===== config.mk =====
export PLATFORM = sky130hd
export DESIGN_NAME = dda_host_link
export DESIGN_NICKNAME = d
export VERILOG_FILES = /design/src/rtl/dda_pkg.sv /design/src/rtl/dda_host_link_timeout.sv /design/src/rtl/dda_host_link.sv
export SDC_FILE = /design/constraint.sdc
export NUM_CORES = 1
export LEC_CHECK = 0
export BUFFER_PORTS_ARGS = -buffer_cell sky130_fd_sc_hd__buf_2
export CAP_MARGIN = 10
export CORE_AREA = 3 3 119 121
export DETAILED_ROUTE_END_ITERATION = 8
export DIE_AREA = 0 0 122 124
export PLACE_DENSITY = 0.78
export SETUP_SLACK_MARGIN = 0.4
export SYNTH_ARGS = -nofsm -noshare
export SYNTH_HDL_FRONTEND = slang
export SYNTH_SLANG_ARGS = --single-unit

===== constraint.sdc =====
create_clock -name i_clk -period 4.6 [get_ports i_clk]
set_input_delay 0.69 -clock i_clk [delete_from_list [all_inputs] [get_ports i_clk]]
set_output_delay 0.69 -clock i_clk [all_outputs]
set_load 0.05 [all_outputs]

===== src/rtl/dda_pkg.sv =====
// dda_pkg: shared constants, frame byte map and link FSM encoding
// for the DDA host-side UART link.
package dda_pkg;

   localparam int N           = 16;
   localparam int PARAM_BYTES = 10;
   localparam int RESP_BYTES  = 5;

   localparam int IC1_HI = 0;
   localparam int IC1_LO = 1;
   localparam int IC2_HI = 2;
   localparam int IC2_LO = 3;
   localparam int VKM_HI = 4;
   localparam int VKM_LO = 5;
   localparam int VDM_HI = 6;
   localparam int VDM_LO = 7;
   localparam int DT_HI  = 8;
   localparam int DT_LO  = 9;

   localparam int BIDX_W = $clog2(PARAM_BYTES);
   localparam int RIDX_W = $clog2(RESP_BYTES + 1);
   localparam int SH_W   = 2 * N;

   typedef enum logic [2:0] {
      S_IDLE,
      S_TX_WAIT,
      S_TX_ACK,
      S_TX_DONE,
      S_RX
   } link_state_t;

endpackage


===== src/rtl/dda_host_link_timeout.sv =====
// link_timeout: per-byte watchdog; counts enabled cycles since the
// last clear and flags the final count as expired.
module link_timeout #(
   parameter int TIMEOUT = 2000000
) (
   input  logic i_clk,
   input  logic i_rst,
   input  logic i_clr,
   input  logic i_en,
   output logic o_expired
);

   localparam int W = (TIMEOUT > 2) ? $clog2(TIMEOUT) : 1;

   logic [W-1:0] r_cnt;

   always_ff @(posedge i_clk) begin
      if (i_rst || i_clr) begin
         r_cnt <= '0;
      end else if (i_en) begin
         r_cnt <= r_cnt + W'(1);
      end
   end

   assign o_expired = i_en && (r_cnt == W'(TIMEOUT - 1));

endmodule


===== src/rtl/dda_host_link.sv =====
// dda_host_link: sends the 10-byte parameter frame over a byte UART,
// collects the solver response and rebuilds v1/v2.
module dda_host_link
   import dda_pkg::*;
#(
   parameter int TIMEOUT = 2000000
) (
   input  logic         i_clk,
   input  logic         i_rst,
   input  logic         i_start,
   input  logic [N-1:0] i_ic1,
   input  logic [N-1:0] i_ic2,
   input  logic [N-1:0] i_vK_M,
   input  logic [N-1:0] i_vD_M,
   input  logic [N-1:0] i_dt,
   output logic         o_transmit,
   output logic [7:0]   o_tx_byte,
   input  logic         i_is_transmitting,
   input  logic         i_received,
   input  logic [7:0]   i_rx_byte,
   input  logic         i_recv_error,
   output logic [N-1:0] o_v1,
   output logic [N-1:0] o_v2,
   output logic         o_done,
   output logic         o_busy,
   output logic         o_err
);

   link_state_t r_state;
   link_state_t w_state_nxt;

   logic [7:0]        r_frame [PARAM_BYTES];
   logic [BIDX_W-1:0] r_byte_idx;
   logic [RIDX_W-1:0] r_rx_idx;
   logic [SH_W-1:0]   r_sh;
   logic [SH_W-1:0]   w_sh_nxt;
   logic              r_transmit;
   logic [7:0]        r_tx_byte;
   logic [N-1:0]      r_v1;
   logic [N-1:0]      r_v2;
   logic              r_done;
   logic              r_err;

   logic w_expired;
   logic w_to;
   logic w_tmr_en;
   logic w_tmr_clr;
   logic w_last_tx;
   logic w_last_rx;
   logic w_accept;
   logic w_send;
   logic w_tx_next;
   logic w_rx_take;
   logic w_abort;

   // An arriving byte outranks a same-cycle watchdog expiry.
   assign w_to      = w_expired && !i_received;
   assign w_last_tx = (r_byte_idx == BIDX_W'(PARAM_BYTES - 1));
   assign w_last_rx = (r_rx_idx == RIDX_W'(RESP_BYTES - 1));
   assign w_tmr_en  = (r_state == S_TX_ACK) || (r_state == S_TX_DONE) ||
                      (r_state == S_RX);
   assign w_tmr_clr = (w_state_nxt != r_state) || i_received;

   link_timeout #(
      .TIMEOUT (TIMEOUT)
   ) u_timeout (
      .i_clk     (i_clk),
      .i_rst     (i_rst),
      .i_clr     (w_tmr_clr),
      .i_en      (w_tmr_en),
      .o_expired (w_expired)
   );

   always_ff @(posedge i_clk) begin
      if (i_rst) begin
         r_state <= S_IDLE;
      end else begin
         r_state <= w_state_nxt;
      end
   end

   always_comb begin
      w_state_nxt = r_state;
      unique case (r_state)
         S_IDLE: begin
            if (i_start) w_state_nxt = S_TX_WAIT;
         end
         S_TX_WAIT: begin
            if (!i_is_transmitting) w_state_nxt = S_TX_ACK;
         end
         S_TX_ACK: begin
            if (w_to) w_state_nxt = S_IDLE;
            else if (i_is_transmitting) w_state_nxt = S_TX_DONE;
         end
         S_TX_DONE: begin
            if (w_to) w_state_nxt = S_IDLE;
            else if (!i_is_transmitting)
               w_state_nxt = w_last_tx ? S_RX : S_TX_WAIT;
         end
         S_RX: begin
            if (i_recv_error || w_to) w_state_nxt = S_IDLE;
            else if (i_received && w_last_rx) w_state_nxt = S_IDLE;
         end
         default: w_state_nxt = S_IDLE;
      endcase
   end

   always_comb begin
      w_accept  = 1'b0;
      w_send    = 1'b0;
      w_tx_next = 1'b0;
      w_rx_take = 1'b0;
      w_abort   = 1'b0;
      unique case (r_state)
         S_IDLE:    w_accept  = i_start;
         S_TX_WAIT: w_send    = !i_is_transmitting;
         S_TX_ACK:  w_abort   = w_to;
         S_TX_DONE: begin
            w_abort   = w_to;
            w_tx_next = !w_to && !i_is_transmitting;
         end
         S_RX: begin
            w_abort   = i_recv_error || w_to;
            w_rx_take = !i_recv_error && !w_to && i_received;
         end
         default: w_abort = 1'b0;
      endcase
   end

   // Only the first four response bytes carry state; later ones are dropped.
   assign w_sh_nxt = (r_rx_idx < RIDX_W'(SH_W / 8)) ?
                     {r_sh[SH_W-9:0], i_rx_byte} : r_sh;

   always_ff @(posedge i_clk) begin
      if (w_accept) begin
         r_frame[IC1_HI] <= i_ic1[15:8];
         r_frame[IC1_LO] <= i_ic1[7:0];
         r_frame[IC2_HI] <= i_ic2[15:8];
         r_frame[IC2_LO] <= i_ic2[7:0];
         r_frame[VKM_HI] <= i_vK_M[15:8];
         r_frame[VKM_LO] <= i_vK_M[7:0];
         r_frame[VDM_HI] <= i_vD_M[15:8];
         r_frame[VDM_LO] <= i_vD_M[7:0];
         r_frame[DT_HI]  <= i_dt[15:8];
         r_frame[DT_LO]  <= i_dt[7:0];
      end
   end

   always_ff @(posedge i_clk) begin
      if (i_rst) begin
         r_byte_idx <= '0;
         r_rx_idx   <= '0;
         r_sh       <= '0;
         r_transmit <= 1'b0;
         r_tx_byte  <= '0;
         r_v1       <= '0;
         r_v2       <= '0;
         r_done     <= 1'b0;
         r_err      <= 1'b0;
      end else begin
         r_transmit <= w_send;
         r_done     <= w_rx_take && w_last_rx;
         if (w_accept) begin
            r_err      <= 1'b0;
            r_byte_idx <= '0;
         end
         if (w_send) r_tx_byte <= r_frame[r_byte_idx];
         if (w_tx_next) begin
            r_byte_idx <= r_byte_idx + BIDX_W'(1);
            if (w_last_tx) r_rx_idx <= '0;
         end
         if (w_rx_take) begin
            r_sh     <= w_sh_nxt;
            r_rx_idx <= r_rx_idx + RIDX_W'(1);
            if (w_last_rx) begin
               r_v1 <= w_sh_nxt[SH_W-1:N];
               r_v2 <= w_sh_nxt[N-1:0];
            end
         end
         if (w_abort) r_err <= 1'b1;
      end
   end

   assign o_transmit = r_transmit;
   assign o_tx_byte  = r_tx_byte;
   assign o_v1       = r_v1;
   assign o_v2       = r_v2;
   assign o_done     = r_done;
   assign o_err      = r_err;
   assign o_busy     = (r_state != S_IDLE);

endmodule


Word level (Yosys, flattened, before mapping):

Memories as Yosys holds them, arrays and structs flattened. A register that Yosys moved wholly into a read port is not among the register bits.
Cells that the tools add are included.

* register bits after elaboration: 98
* RAM bits: 80
* bits of input ports: 94
* output and inout port bits: 44
* word-level logic and storage cells: 73
* memories kept: 1

Memory list
* r_frame: depth 10, bits a word 8, read ports 1, clocked after Yosys merged registers in 1, wr ports 10, line dda_host_link.sv:32 `logic [7:0] r_frame [PARAM_BYTES];`

* add/sub/neg operators: 3
* $lt $le $gt $ge: 1
* equality and inequality tests: 8
* muxes and demuxes: 25
* reductions and logical operators: 25

Operator list (count)
* two-way mux 3 bit: 12
* two-way mux 32 bit: 1
* adder 21 x 1 -> 21 bit, second input constant: 1
* == test 21 bit, second input constant: 1
* case mux 3 bit (5 select lines): 1
* two-way mux 1 bit: 8
* two-way mux 4 bit: 2
* nonzero test 2 bit: 4
* logical AND 1 bit: 7
* == test 3 x 2 -> 1 bit, second input constant: 2
* == test 3 bit, second input constant: 2
* logical OR 1 bit: 5
* adder 4 x 1 -> 4 bit, second input constant: 1
* == test 4 bit, second input constant: 1
* logical NOT 1 bit: 4
* AND reduction 2 bit: 2
* adder 3 x 1 -> 3 bit, second input constant: 1
* == test 3 x 1 -> 1 bit, second input constant: 1
* logical NOT 3 bit: 1
* < comparator 3 bit, second input constant: 1
* inequality test 3 bit: 1
* nonzero test 3 bit: 1
* case mux 1 bit (2 select lines): 1
* OR reduction 2 bit: 1

Longest topological paths before layout:

* depth in word-level cells: 11
* gate-level depth with buffers: 9
* mapped depth without buffers: 7

Hierarchy:

Synthesis repeated with hierarchy kept, for this count alone.

* cell total of the unflattened synthesis: 653
* area total of the unflattened synthesis: 7265.7 µm²

By module, submodules not included
* dda_host_link: instances 1, cells an instance 537, area an instance 6274.8 µm², seq. area each 4103.9 µm²
* link_timeout: instances 1, cells an instance 116, area an instance 991.0 µm², seq. area each 420.4 µm²

Worst setup path after synthesis:

No wires, ideal clock.

* path type: input-to-reg
* from: input port i_start
* to: register u_timeout.r_cnt[0]
* data arrival time: 3.171 ns
* data required time: 4.479 ns
* setup slack: 1.309 ns
* stages on the path: 7
* path buffers: 1
* path through: nand3b_1 inv_1 nor2_1 nand2_1 a2bb2oi_1 buf_2 nor3_1

* cells in the longest elaborated chain, start to end: 5

Ends and longest elaborated chain
* from (decl): line dda_host_link.sv:10 `input logic i_start,`
* two-way mux 3 bit: line dda_host_link.sv:86 `if (i_start) w_state_nxt = S_TX_WAIT;`
* case mux 3 bit (5 select lines): line dda_host_link.sv:84 `unique case (r_state)`
* inequality test 3 bit: line dda_host_link.sv:62 `assign w_tmr_clr = (w_state_nxt != r_state) || i_received;`
* logical OR 1 bit: line dda_host_link.sv:62
* logical OR 1 bit: line dda_host_link_timeout.sv:18 `if (i_rst || i_clr) begin`
* to (signal assigned): line dda_host_link_timeout.sv:21 `r_cnt <= r_cnt + W'(1);`
* to (decl): line dda_host_link_timeout.sv:15 `logic [W-1:0] r_cnt;`

No other way between the ends.
A chain may end at the register's enable or synchronous reset.

Final worst setup path:

* from: register r_state[1]
* to: register r_sh[12]

* cells in the longest elaborated chain, start to end: 9

Ends and longest elaborated chain
* from (decl): line dda_host_link.sv:29 `link_state_t r_state;`
* from (signal assigned): line dda_host_link.sv:78 `r_state <= w_state_nxt;`
* == test 3 x 2 -> 1 bit: line dda_host_link.sv:60 `assign w_tmr_en = (r_state == S_TX_ACK) || (r_state == S_TX_DONE) ||`
* logical OR 1 bit (2 in a row): line dda_host_link.sv:60
* logical AND 1 bit: line dda_host_link_timeout.sv:25 `assign o_expired = i_en && (r_cnt == W'(TIMEOUT - 1));`
* logical AND 1 bit: line dda_host_link.sv:57 `assign w_to = w_expired && !i_received;`
* logical NOT 1 bit: line dda_host_link.sv:124 `w_rx_take = !i_recv_error && !w_to && i_received;`
* logical AND 1 bit (2 in a row): line dda_host_link.sv:124
* two-way mux 1 bit (*): line dda_host_link.sv:114 `unique case (r_state)`
* to (signal assigned): line dda_host_link.sv:173 `r_sh <= w_sh_nxt;`
* to (decl): line dda_host_link.sv:35 `logic [SH_W-1:0] r_sh;`

Mark *: on every way between the ends. The rest lies on a longest branch, timed or not.

==> metrics.yaml <==
status: "complete, no violations"
ys_top_cells_by_area: "edfxtp_1 (33%), dfxtp_1 (29%), nand2_1 (7.2%)"
numCtsBuffers: 17
period_minus_slack_ns: 2.873
path_class: "reg -> reg"
crit_fanout: 32
clock_path_buffers: 2
path_clk_slew_ns: 0.07
yosysSeqAreaShare: 0.6263
cts-root-buf: "clkbuf_16"
cts_tree: "built"
netlist_instances: 641
dieArea_um2: 15130
crit_family: "simple AND/OR/NAND/NOR gates"
period_share: 0.6246
finalMaxSlewViolations: 0
die_w_um: 122
power_density_nw_per_um2: 394.2
slew_headroom: 0.2118
ctsResizeCount: 0
maxClockFrequency_ghz: 0.3480
synthArstFlopShare: 0
rsz0062_at_grt: "false"
start_util: 0.5477
dp_slack_ns: 1.509
cts_setup_buffers: 0
drtIter0Drc: 478
grt_max_degree: 80
ant_nets: 0
cts.sinks: 186
synth_top_flop_cell: "dfxtp_1"
crit_path_top_delay_cell: "nor2b_2"
cp.required_ns: 4.95
timing.hold.ws_ns: 0.4318
cp_cell_sequence: "nor4b_1 > and2_1 > nor2b_2 > nand2_1 > a21oi_1"
crit_arrival_ns: 3.22
leakage_nw: 3.155
finalCoreUtilization: 0.6517
synth_top_area_frac: 0.3325
dp_hpwl_um: 10070
grt_first_pass_wirelength_um: 23990
max_slew.worst_pin.slew_ns: 1.177
final_cell_mix: "nand2_1 (139), buf_2 (137), dfxtp_1 (105)"
drive_gt1_frac: 0.2626
grt_usage: 0.2029
cts_hold_buf: 0
synth_nets: 740
synth_seq_cells: 186
finalWirelength_um: 14700
max-vdd-ir-drop_uv: 266.9
cp_num_buf_inv: 0
drtPass1Iterations: 5
cap_violations: 0
clk_latency_ns: 0.43
fin_tns_setup_ns: 0
worst_slack_ns: 1.727
gp_congestion: 0.8075
grt_pass1_vias: 5011
grt_overflow_total: 0
ios: 138
num-nets-final: 859
via_count: 5164
diodes: 0
setup_viol: 0
synth_area_um2: 7224
yosys.area.top_type: "edfxtp_1"
vias_per_cell: 5.442
slowest_delay_ns: 0.98
dp_cells: 916
skew_ns: 0.005927
endpoint_kind: "register"
portBuffers: 137
fp.coreArea_um2: 13190
grt_antenna_before_repair: 0
drc: 0
rows: 42
syn_avg_cell_area_um2: 11.27
final_common_cell: "nand2_1"
instances_no_fill: 949
synth_cell_types: 45
worstHoldPathType: "in -> reg"
die_y_um: 124
n_fill_cell: 1007
finalHoldViolations: 0
critPathLaunchType: "register"
synth_edf_count: 80
area_growth_pct: 18.98
routedWlPerCell_um: 15.49
h-tree-depth: 4
synth_warnings: 0
-- state kept, by name, summed over array words and instances (netlist names) --
name             count
o_v2                16
r_rx_idx             3
o_err                1
r_sh                32
o_done               1
r_state              3
r_frame             80
o_transmit           1
u_timeout.r_cnt     21
o_tx_byte            8
o_v1                16
r_byte_idx           4
-- cell usage after synthesis, types with 3 or more instances --
library cell,count
a211oi_1,9
a21oi_1,80
a22o_1,8
and3_1,4
buf_2,11
clkbuf_1,28
dfxtp_1,106
edfxtp_1,80
ha_1,5
inv_1,7
mux2i_1,9
mux4_2,16
nand2_1,139
nand2b_1,4
nand3_1,7
nand4_1,11
nor2_1,13
nor2b_1,12
nor3_1,32
nor3b_1,4
o211a_1,3
o21ai_0,3
xnor2_1,7
xor2_1,13
-- cells by family after synthesis --
logic type / Yosys count / share of synthesized area
AO/OA/AOI/OAI: 111 / 0.09023
AND/OR/NAND/NOR: 242 / 0.1562
XOR/XNOR: 20 / 0.02425
buffers and inverters: 50 / 0.02892
flip-flops: 186 / 0.6263
multiplexers: 27 / 0.06547
adder cells (fa/ha/maj): 5 / 0.008660
-- final timing paths --
kind	slack (ns)	end	depth (start not counted)	start
max	1.73	r_sh[12]$_SDFFE_PP0P_	5	r_state[1]$_SDFF_PP0_
min	0.43	r_frame[3][0]$_DFFE_PP_	1	i_ic2[0]
max reg2reg	1.73	r_sh[12]$_SDFFE_PP0P_	5	r_state[1]$_SDFF_PP0_
min reg2reg	0.45	o_v1[7]$_SDFFE_PP0P_	2	o_v1[7]$_SDFFE_PP0P_
-- routing by layer --
layer  GRT usage  share of wire  vias to the layer above
met5           0              0                        -
met4     0.07073          0.013                        0
met3     0.05904          0.065                       16
li1            -              -                     2519
met1      0.2530           0.42                     2462
met2      0.3401           0.50                      167
-- worst reg2reg max path: cells and delay by family, from the launching register on --
kind | cells | cell delay (ns)
compound gates | 1 | 0.17
flops | 1 | 0.44
simple gates | 4 | 2.18
-- where the power goes --
group,internal [mW],switching (mW),leakage (nW)
clock,0.745,0.654,0.285
sequential,1.79,0.0212,1.62
combinational,0.0689,0.107,1.25
total,2.61,0.783,3.15
-- per-stage QoR --
stage | cell area [um2] | power (mW)
3_3_place_gp | 8000 | 2.017
2_1_floorplan | 7224 | 1.952
6_report | 8596 | 3.389
4_1_cts | 8581 | 3.415
5_1_grt | 8596 | 3.514
3_5_place_dp | 8000 | 2.029
-- layout make-up --
type,instances,area (um2),share of cell area
clock buffer,19,452.9,0.05269
clock inverter,13,127.6,0.01485
inverter,7,26.28,0.003057
multi-input combinational,405,2505,0.2914
sequential,186,4526,0.5265
tap,176,220.2,0.02562
timing repair buffer,143,738.2,0.08588
No activity file was read; power rests on OpenSTA's default activity.
